$ cat config.mk
export PLATFORM = sky130hd
export DESIGN_NAME = mips_multicycle_control_flat
export DESIGN_NICKNAME = d
export VERILOG_FILES = /design/src/rtl/mips_multicycle_control_if.sv /design/src/rtl/mips_multicycle_control.sv /design/src/flat_wrapper.sv
export SDC_FILE = /design/constraint.sdc
export NUM_CORES = 1
export LEC_CHECK = 0
export CAP_MARGIN = 20
export CORE_MARGIN = 5
export CORE_UTILIZATION = 53
export CTS_BUF_LIST = sky130_fd_sc_hd__clkbuf_8
export DETAILED_ROUTE_END_ITERATION = 8
export PLACE_DENSITY = 0.95
export SYNTH_ARGS = -nofsm -noshare
export SYNTH_HDL_FRONTEND = slang
export SYNTH_SLANG_ARGS = --single-unit
$ cat constraint.sdc
create_clock -name i_clock -period 6.2 [get_ports i_clock]
set_input_delay 1.24 -clock i_clock [delete_from_list [all_inputs] [get_ports i_clock]]
set_output_delay 1.24 -clock i_clock [all_outputs]
set_load 0.01 [all_outputs]
$ cat src/rtl/mips_multicycle_control_if.sv
// Signal bundle between the multicycle control FSM and the datapath/memory side.
// The master modport is the control unit; the slave modport is the datapath.
interface mips_multicycle_control_if #(
    parameter int CNT_W   = 32,
    parameter int ALUOP_W = 3
);
    logic [5:0]         i_opcode;
    logic [5:0]         i_funcode;
    logic               i_zero;
    logic               i_mem_ready;
    logic               o_mem_read;
    logic               o_mem_write;
    logic               o_i_or_d;
    logic               o_ir_write;
    logic               o_pc_en;
    logic [1:0]         o_pc_source;
    logic               o_reg_write;
    logic               o_reg_dst;
    logic               o_mem_to_reg;
    logic               o_alu_src_a;
    logic [1:0]         o_alu_src_b;
    logic [ALUOP_W-1:0] o_alu_op;
    logic               o_ext_zero;
    logic               o_halted;
    logic [3:0]         o_state;
    logic [CNT_W-1:0]   o_cycle_count;
    logic [CNT_W-1:0]   o_instr_count;

    modport master (
        input  i_opcode, i_funcode, i_zero, i_mem_ready,
        output o_mem_read, o_mem_write, o_i_or_d, o_ir_write, o_pc_en, o_pc_source,
               o_reg_write, o_reg_dst, o_mem_to_reg, o_alu_src_a, o_alu_src_b,
               o_alu_op, o_ext_zero, o_halted, o_state, o_cycle_count, o_instr_count
    );

    modport slave (
        output i_opcode, i_funcode, i_zero, i_mem_ready,
        input  o_mem_read, o_mem_write, o_i_or_d, o_ir_write, o_pc_en, o_pc_source,
               o_reg_write, o_reg_dst, o_mem_to_reg, o_alu_src_a, o_alu_src_b,
               o_alu_op, o_ext_zero, o_halted, o_state, o_cycle_count, o_instr_count
    );
endinterface

$ cat src/rtl/mips_multicycle_control.sv
// Multicycle MIPS control FSM: sequences fetch/decode/execute/memory/writeback,
// stalls on mem_ready and counts cycles and retired instructions.
module mips_multicycle_control #(
    parameter int CNT_W   = 32,
    parameter int ALUOP_W = 3
) (
    input logic                        i_clock,
    input logic                        i_reset,
    mips_multicycle_control_if.master  bus
);
    typedef enum logic [3:0] {
        S_FETCH     = 4'd0,
        S_DECODE    = 4'd1,
        S_MEM_ADDR  = 4'd2,
        S_MEM_READ  = 4'd3,
        S_MEM_WB    = 4'd4,
        S_MEM_WRITE = 4'd5,
        S_R_EXEC    = 4'd6,
        S_R_WB      = 4'd7,
        S_BRANCH    = 4'd8,
        S_JUMP      = 4'd9,
        S_I_EXEC    = 4'd10,
        S_I_WB      = 4'd11,
        S_HALT      = 4'd12
    } state_t;

    localparam logic [5:0] OP_RTYPE = 6'b000000;
    localparam logic [5:0] OP_LW    = 6'b100011;
    localparam logic [5:0] OP_SW    = 6'b101011;
    localparam logic [5:0] OP_BEQ   = 6'b000100;
    localparam logic [5:0] OP_BNE   = 6'b000101;
    localparam logic [5:0] OP_J     = 6'b000010;
    localparam logic [5:0] OP_ADDI  = 6'b001000;
    localparam logic [5:0] OP_ANDI  = 6'b001100;
    localparam logic [5:0] OP_ORI   = 6'b001101;
    localparam logic [5:0] OP_SLTI  = 6'b001010;

    localparam logic [ALUOP_W-1:0] ALU_ADD  = ALUOP_W'(0);
    localparam logic [ALUOP_W-1:0] ALU_SUB  = ALUOP_W'(1);
    localparam logic [ALUOP_W-1:0] ALU_FUNC = ALUOP_W'(2);
    localparam logic [ALUOP_W-1:0] ALU_AND  = ALUOP_W'(3);
    localparam logic [ALUOP_W-1:0] ALU_OR   = ALUOP_W'(4);
    localparam logic [ALUOP_W-1:0] ALU_SLT  = ALUOP_W'(5);

    state_t             r_state;
    state_t             w_next;
    logic [CNT_W-1:0]   r_cycle_count;
    logic [CNT_W-1:0]   r_instr_count;
    logic               w_retire;

    logic               w_mem_read, w_mem_write, w_i_or_d, w_ir_write, w_pc_en;
    logic [1:0]         w_pc_source;
    logic               w_reg_write, w_reg_dst, w_mem_to_reg, w_alu_src_a;
    logic [1:0]         w_alu_src_b;
    logic [ALUOP_W-1:0] w_alu_op;

    always_ff @(posedge i_clock or posedge i_reset) begin
        if (i_reset) r_state <= S_FETCH;
        else         r_state <= w_next;
    end

    // An instruction retires on the edge that returns the FSM to FETCH.
    assign w_retire = (w_next == S_FETCH) &&
                      (r_state inside {S_MEM_WB, S_MEM_WRITE, S_R_WB, S_BRANCH, S_JUMP, S_I_WB});

    always_ff @(posedge i_clock or posedge i_reset) begin
        if (i_reset) begin
            r_cycle_count <= '0;
            r_instr_count <= '0;
        end else begin
            if (r_state != S_HALT) r_cycle_count <= r_cycle_count + 1'b1;
            if (w_retire)          r_instr_count <= r_instr_count + 1'b1;
        end
    end

    always_comb begin
        w_next       = r_state;
        w_mem_read   = 1'b0;
        w_mem_write  = 1'b0;
        w_i_or_d     = 1'b0;
        w_ir_write   = 1'b0;
        w_pc_en      = 1'b0;
        w_pc_source  = 2'b00;
        w_reg_write  = 1'b0;
        w_reg_dst    = 1'b0;
        w_mem_to_reg = 1'b0;
        w_alu_src_a  = 1'b0;
        w_alu_src_b  = 2'b00;
        w_alu_op     = ALU_ADD;
        unique case (r_state)
            S_FETCH: begin
                w_mem_read  = 1'b1;
                w_alu_src_b = 2'b01;
                w_ir_write  = bus.i_mem_ready;
                w_pc_en     = bus.i_mem_ready;
                if (bus.i_mem_ready) w_next = S_DECODE;
            end
            S_DECODE: begin
                w_alu_src_b = 2'b11;
                case (bus.i_opcode)
                    OP_RTYPE:                           w_next = S_R_EXEC;
                    OP_LW, OP_SW:                       w_next = S_MEM_ADDR;
                    OP_BEQ, OP_BNE:                     w_next = S_BRANCH;
                    OP_J:                               w_next = S_JUMP;
                    OP_ADDI, OP_ANDI, OP_ORI, OP_SLTI:  w_next = S_I_EXEC;
                    default:                            w_next = S_HALT;
                endcase
            end
            S_MEM_ADDR: begin
                w_alu_src_a = 1'b1;
                w_alu_src_b = 2'b10;
                w_next      = (bus.i_opcode == OP_SW) ? S_MEM_WRITE : S_MEM_READ;
            end
            S_MEM_READ: begin
                w_mem_read = 1'b1;
                w_i_or_d   = 1'b1;
                if (bus.i_mem_ready) w_next = S_MEM_WB;
            end
            S_MEM_WB: begin
                w_reg_write  = 1'b1;
                w_mem_to_reg = 1'b1;
                w_next       = S_FETCH;
            end
            S_MEM_WRITE: begin
                w_mem_write = 1'b1;
                w_i_or_d    = 1'b1;
                if (bus.i_mem_ready) w_next = S_FETCH;
            end
            S_R_EXEC: begin
                w_alu_src_a = 1'b1;
                w_alu_op    = ALU_FUNC;
                w_next      = S_R_WB;
            end
            S_R_WB: begin
                w_reg_write = 1'b1;
                w_reg_dst   = 1'b1;
                w_next      = S_FETCH;
            end
            S_BRANCH: begin
                w_alu_src_a = 1'b1;
                w_alu_op    = ALU_SUB;
                w_pc_source = 2'b01;
                w_pc_en     = (bus.i_opcode == OP_BNE) ? ~bus.i_zero : bus.i_zero;
                w_next      = S_FETCH;
            end
            S_JUMP: begin
                w_pc_source = 2'b10;
                w_pc_en     = 1'b1;
                w_next      = S_FETCH;
            end
            S_I_EXEC: begin
                w_alu_src_a = 1'b1;
                w_alu_src_b = 2'b10;
                case (bus.i_opcode)
                    OP_ANDI: w_alu_op = ALU_AND;
                    OP_ORI:  w_alu_op = ALU_OR;
                    OP_SLTI: w_alu_op = ALU_SLT;
                    default: w_alu_op = ALU_ADD;
                endcase
                w_next = S_I_WB;
            end
            S_I_WB: begin
                w_reg_write = 1'b1;
                w_next      = S_FETCH;
            end
            default: w_next = S_HALT;
        endcase
    end

    // Reset is asynchronous, so strobes are masked combinationally while it is held.
    assign bus.o_mem_read    = w_mem_read  & ~i_reset;
    assign bus.o_mem_write   = w_mem_write & ~i_reset;
    assign bus.o_ir_write    = w_ir_write  & ~i_reset;
    assign bus.o_pc_en       = w_pc_en     & ~i_reset;
    assign bus.o_reg_write   = w_reg_write & ~i_reset;
    assign bus.o_i_or_d      = w_i_or_d;
    assign bus.o_pc_source   = w_pc_source;
    assign bus.o_reg_dst     = w_reg_dst;
    assign bus.o_mem_to_reg  = w_mem_to_reg;
    assign bus.o_alu_src_a   = w_alu_src_a;
    assign bus.o_alu_src_b   = w_alu_src_b;
    assign bus.o_alu_op      = w_alu_op;
    assign bus.o_ext_zero    = (bus.i_opcode == OP_ANDI) || (bus.i_opcode == OP_ORI);
    assign bus.o_halted      = (r_state == S_HALT);
    assign bus.o_state       = r_state;
    assign bus.o_cycle_count = r_cycle_count;
    assign bus.o_instr_count = r_instr_count;
endmodule

$ cat src/flat_wrapper.sv
// flat-port wrapper written by rule: the top's interface ports become plain ports
module mips_multicycle_control_flat 
#(
    parameter int CNT_W   = 32,
    parameter int ALUOP_W = 3
)
  (i_clock, i_reset, bus_i_opcode, bus_i_funcode, bus_i_zero, bus_i_mem_ready, bus_o_mem_read, bus_o_mem_write, bus_o_i_or_d, bus_o_ir_write, bus_o_pc_en, bus_o_pc_source, bus_o_reg_write, bus_o_reg_dst, bus_o_mem_to_reg, bus_o_alu_src_a, bus_o_alu_src_b, bus_o_alu_op, bus_o_ext_zero, bus_o_halted, bus_o_state, bus_o_cycle_count, bus_o_instr_count);
  mips_multicycle_control_if #(.CNT_W(CNT_W), .ALUOP_W(ALUOP_W)) bus_i ();
  input logic i_clock;
  input logic i_reset;
  input wire logic [$bits(bus_i.i_opcode)-1:0] bus_i_opcode;
  input wire logic [$bits(bus_i.i_funcode)-1:0] bus_i_funcode;
  input wire logic [$bits(bus_i.i_zero)-1:0] bus_i_zero;
  input wire logic [$bits(bus_i.i_mem_ready)-1:0] bus_i_mem_ready;
  output wire logic [$bits(bus_i.o_mem_read)-1:0] bus_o_mem_read;
  output wire logic [$bits(bus_i.o_mem_write)-1:0] bus_o_mem_write;
  output wire logic [$bits(bus_i.o_i_or_d)-1:0] bus_o_i_or_d;
  output wire logic [$bits(bus_i.o_ir_write)-1:0] bus_o_ir_write;
  output wire logic [$bits(bus_i.o_pc_en)-1:0] bus_o_pc_en;
  output wire logic [$bits(bus_i.o_pc_source)-1:0] bus_o_pc_source;
  output wire logic [$bits(bus_i.o_reg_write)-1:0] bus_o_reg_write;
  output wire logic [$bits(bus_i.o_reg_dst)-1:0] bus_o_reg_dst;
  output wire logic [$bits(bus_i.o_mem_to_reg)-1:0] bus_o_mem_to_reg;
  output wire logic [$bits(bus_i.o_alu_src_a)-1:0] bus_o_alu_src_a;
  output wire logic [$bits(bus_i.o_alu_src_b)-1:0] bus_o_alu_src_b;
  output wire logic [$bits(bus_i.o_alu_op)-1:0] bus_o_alu_op;
  output wire logic [$bits(bus_i.o_ext_zero)-1:0] bus_o_ext_zero;
  output wire logic [$bits(bus_i.o_halted)-1:0] bus_o_halted;
  output wire logic [$bits(bus_i.o_state)-1:0] bus_o_state;
  output wire logic [$bits(bus_i.o_cycle_count)-1:0] bus_o_cycle_count;
  output wire logic [$bits(bus_i.o_instr_count)-1:0] bus_o_instr_count;
  assign bus_i.i_opcode = bus_i_opcode;
  assign bus_i.i_funcode = bus_i_funcode;
  assign bus_i.i_zero = bus_i_zero;
  assign bus_i.i_mem_ready = bus_i_mem_ready;
  assign bus_o_mem_read = bus_i.o_mem_read;
  assign bus_o_mem_write = bus_i.o_mem_write;
  assign bus_o_i_or_d = bus_i.o_i_or_d;
  assign bus_o_ir_write = bus_i.o_ir_write;
  assign bus_o_pc_en = bus_i.o_pc_en;
  assign bus_o_pc_source = bus_i.o_pc_source;
  assign bus_o_reg_write = bus_i.o_reg_write;
  assign bus_o_reg_dst = bus_i.o_reg_dst;
  assign bus_o_mem_to_reg = bus_i.o_mem_to_reg;
  assign bus_o_alu_src_a = bus_i.o_alu_src_a;
  assign bus_o_alu_src_b = bus_i.o_alu_src_b;
  assign bus_o_alu_op = bus_i.o_alu_op;
  assign bus_o_ext_zero = bus_i.o_ext_zero;
  assign bus_o_halted = bus_i.o_halted;
  assign bus_o_state = bus_i.o_state;
  assign bus_o_cycle_count = bus_i.o_cycle_count;
  assign bus_o_instr_count = bus_i.o_instr_count;
  mips_multicycle_control #(.CNT_W(CNT_W), .ALUOP_W(ALUOP_W)) u_core (.i_clock(i_clock), .i_reset(i_reset), .bus(bus_i));
endmodule
==> metrics <==
status=finished clean; Die Height=91.8 µm; TritonCTS Buffers=9; Rows=29; Top Ports=between 100 and 150; core area=6420 µm²; Routed WL=8.39 mm; sequential share of the synthesized area=48.0%; fin crit share=72.1%; synthesized area per cell=9.89 µm²; Worst Hold Depth=1; Starting Density=between 50% and 60%; NetSw=0.000508 W; largest net degree at the start of global routing=69; Resized cells post-CTS=0; ratio of cells with drive above 1 in the final layout=6.52%; Post-CTS Setup Bufs=0; EDFF count, synth=0; Worst EP required=approximately 5.0 ns; Bufs and invs on worst path=2; Top Family by Delay on Critical Path=buffers and inverters; R2R cell count=5; Power Density=302 nW/µm²; Clk pwr share=22.6%; first-pass GRT wire length=14.2 mm; Worst EP arrival=roughly 3.2 ns; Crit path depth=6; Logic pwr share=34.9%; synthesis-to-finish area growth=33.3%; Yosys cell types=45; clock transition at the registers of the reported paths=roughly 0.08 ns; Worst setup EP type=output port; Final Hold Viols=0; ys async rst share=100%; Yosys warning count=0; Hold Path Class=register to register; grt total ovfl=0; vias in the first global route=2902; Routed Antenna Nets=0; iteration count of the initial detailed-routing pass=4; Final Max Slew Viols=0; Worst slew margin=around 45%; RSZ-0062 raised after global routing=no; max_cap viols=0; NumNets Final=between 400 and 500; Sequential Power Share=between 40% and 50%; CP max stage cell=clkdlybuf4s50_1; DR vias/cell=around 5.6; Leak=2.00 nW; Clock Path Buffers=2; Post-route DRC=0; Mapped Area=around 3500 µm²; DP Wirelength=6.37 mm; CTS sink cnt=68; CTS tree=built; CTS root buf=clkbuf_8; routability cong.=about 0.89; syn nets=376; 1st-iter DRT viols=133; CP Class=input port to output port; switch share=35.6%; max frequency=224 MHz; Least-Margin Pin Slew=0.825 ns; Buffers on Ports=95; Total Routing Usage GR=20.7%; Mapped Cells=358; CTS Hold Buffers Added=0; Die Area=8420 µm²; clock skew=0.00592 ns; ant diodes=0; Fill cells=456; Clock Latency Late Sink=0.34 ns; maximum resistive drop on vdd=0.201 mV; DR WL/cell=15.6 µm; H-tree levels=3; Max FO, Critical Path=5; final setup vio count=0; crit-path cells=clkdlybuf4s50_1, nor2_1, nand2_1, or4_1, a21oi_1, clkdlybuf4s50_1; crit-path most repeated cell=clkdlybuf4s50_1; slowest stage delay, CP=~0.56 ns; setup_tns=0 ns; die width=91.8 µm; min Tclk post-route=4.47 ns; initial antenna violation count=0; routed via count=3028; Fin Hold WS=0.480 ns; ys flop type=dfrtp_1; Yosys reg bits=68; Startpoint Class=input port; P_int=0.000919 W
-- synth_stat cells (all sizes together) (2+ instances only) --
cell type  instances  area [µm²]
and3              16         100
inv                4        15.0
nand4             16         113
nor3              15        85.1
nand3             23         120
nor2              39         149
nand2b             6        37.5
nand2             39         146
nor2b              2        12.5
nor4               5        61.3
a21oi              6        30.0
xnor2             42         368
dfrtp             68        1700
buf                4        28.8
o31ai              2        15.0
and2               6        37.5
o21a               2        15.0
o21ai              7        35.0
or4                2        15.0
a211oi             2        15.0
ha                 2        25.0
xor2              23         201
clkbuf             6        22.5
and4               7        61.3
-- per-stage QoR --
step,setup slack [ns],power (W),util (%),std cells,instance area [µm²]
floorplan,1.82,0.000875,-,358,3540
global placement,1.76,0.00110,70.8,521,4550
detailed placement,1.75,0.00111,70.8,521,4550
CTS,1.73,0.00144,73.5,537,4720
global route,1.64,0.00151,73.5,537,4720
finish,1.73,0.00143,73.5,537,4720
-- kinds of logic after synthesis --
kind of cell / after synthesis / share of synthesized area (%)
AOI/OAI and AO/OA: 25 / 4.38
xor gates and xnor gates: 65 / 16.1
adders and majority gates: 2 / 0.706
buffers and inverters: 14 / 1.87
DFF: 68 / 48.0
muxes: 1 / 0.318
and+or+nand+nor: 183 / 28.6
-- registers in the layout (all words and copies together), names as in the netlist --
signal and cells:
u_core.bus.o_cycle_count 32, u_core.bus.o_instr_count 32, u_core.bus.o_state 4
-- worst register-to-register path: stages, from the launching register on --
cell and delay, ns:
dfrtp_1 0.72, nand4bb_1 0.42, nand3_1 0.27, nor3_2 0.44, nand3_1 0.16, xnor2_1 0.15
-- final cells by class --
class	count	area (µm²)	area share [%]
Inverter	4	15.0	0.318
Tap cell	77	96.3	2.04
Clock buffer	10	138	2.91
Clock inverter	6	40.0	0.848
Sequential cell	68	1700	36.0
Multi-Input combinational cell	276	1770	37.6
Timing Repair Buffer	96	958	20.3
-- power by group through the flow --
stage          Clock (W)  Sequential [W]  Combinational, W
5_1_grt         0.000347        0.000618          0.000548
3_3_place_gp           0        0.000609          0.000488
4_1_cts         0.000330        0.000604          0.000504
2_1_floorplan          0        0.000593          0.000282
6_report        0.000323        0.000606          0.000498
3_5_place_dp           0        0.000612          0.000500
-- worst paths after layout --
kind                                               from                           end  slack, ns
max                                     bus_i_opcode[4]               bus_o_alu_op[1]       1.73
min                        u_core.bus.o_cycle_count[31]  u_core.bus.o_cycle_count[31]       0.48
max reg2reg                       u_core.bus.o_state[1]  u_core.bus.o_cycle_count[31]       3.95
min reg2reg                u_core.bus.o_cycle_count[31]  u_core.bus.o_cycle_count[31]       0.48
max in group asynchronous                       i_reset  u_core.bus.o_instr_count[20]       4.07
min in group asynchronous                       i_reset   u_core.bus.o_cycle_count[0]       1.61
-- placed cells by master, fill, tap and decap left out, drive strengths merged, types with 2 or more instances in the layout --
cell / count
clkdlybuf4s50: 95
dfrtp: 68
xnor2: 42
nand2: 39
nor2: 39
xor2: 23
nand3: 23
and3: 16
nand4: 16
nor3: 15
clkbuf: 10
and4: 7
o21ai: 7
and2: 6
nand2b: 6
a21oi: 6
nor4: 5
clkinvlp: 4
inv: 4
o31ai: 2
or4: 2
a211oi: 2
nor2b: 2
o21a: 2
ha: 2
clkinv: 2
-- layer usage --
metal  share of wire [%]  vias to the layer above  track usage (%)
met5                   0                        -                0
met4                 1.1                        0             5.82
met3                 6.2                        8             5.73
met2                  49                      109             34.1
met1                  43                     1475             27.1
li1                    -                     1436                -
No activity file was read; power rests on OpenSTA's default activity.
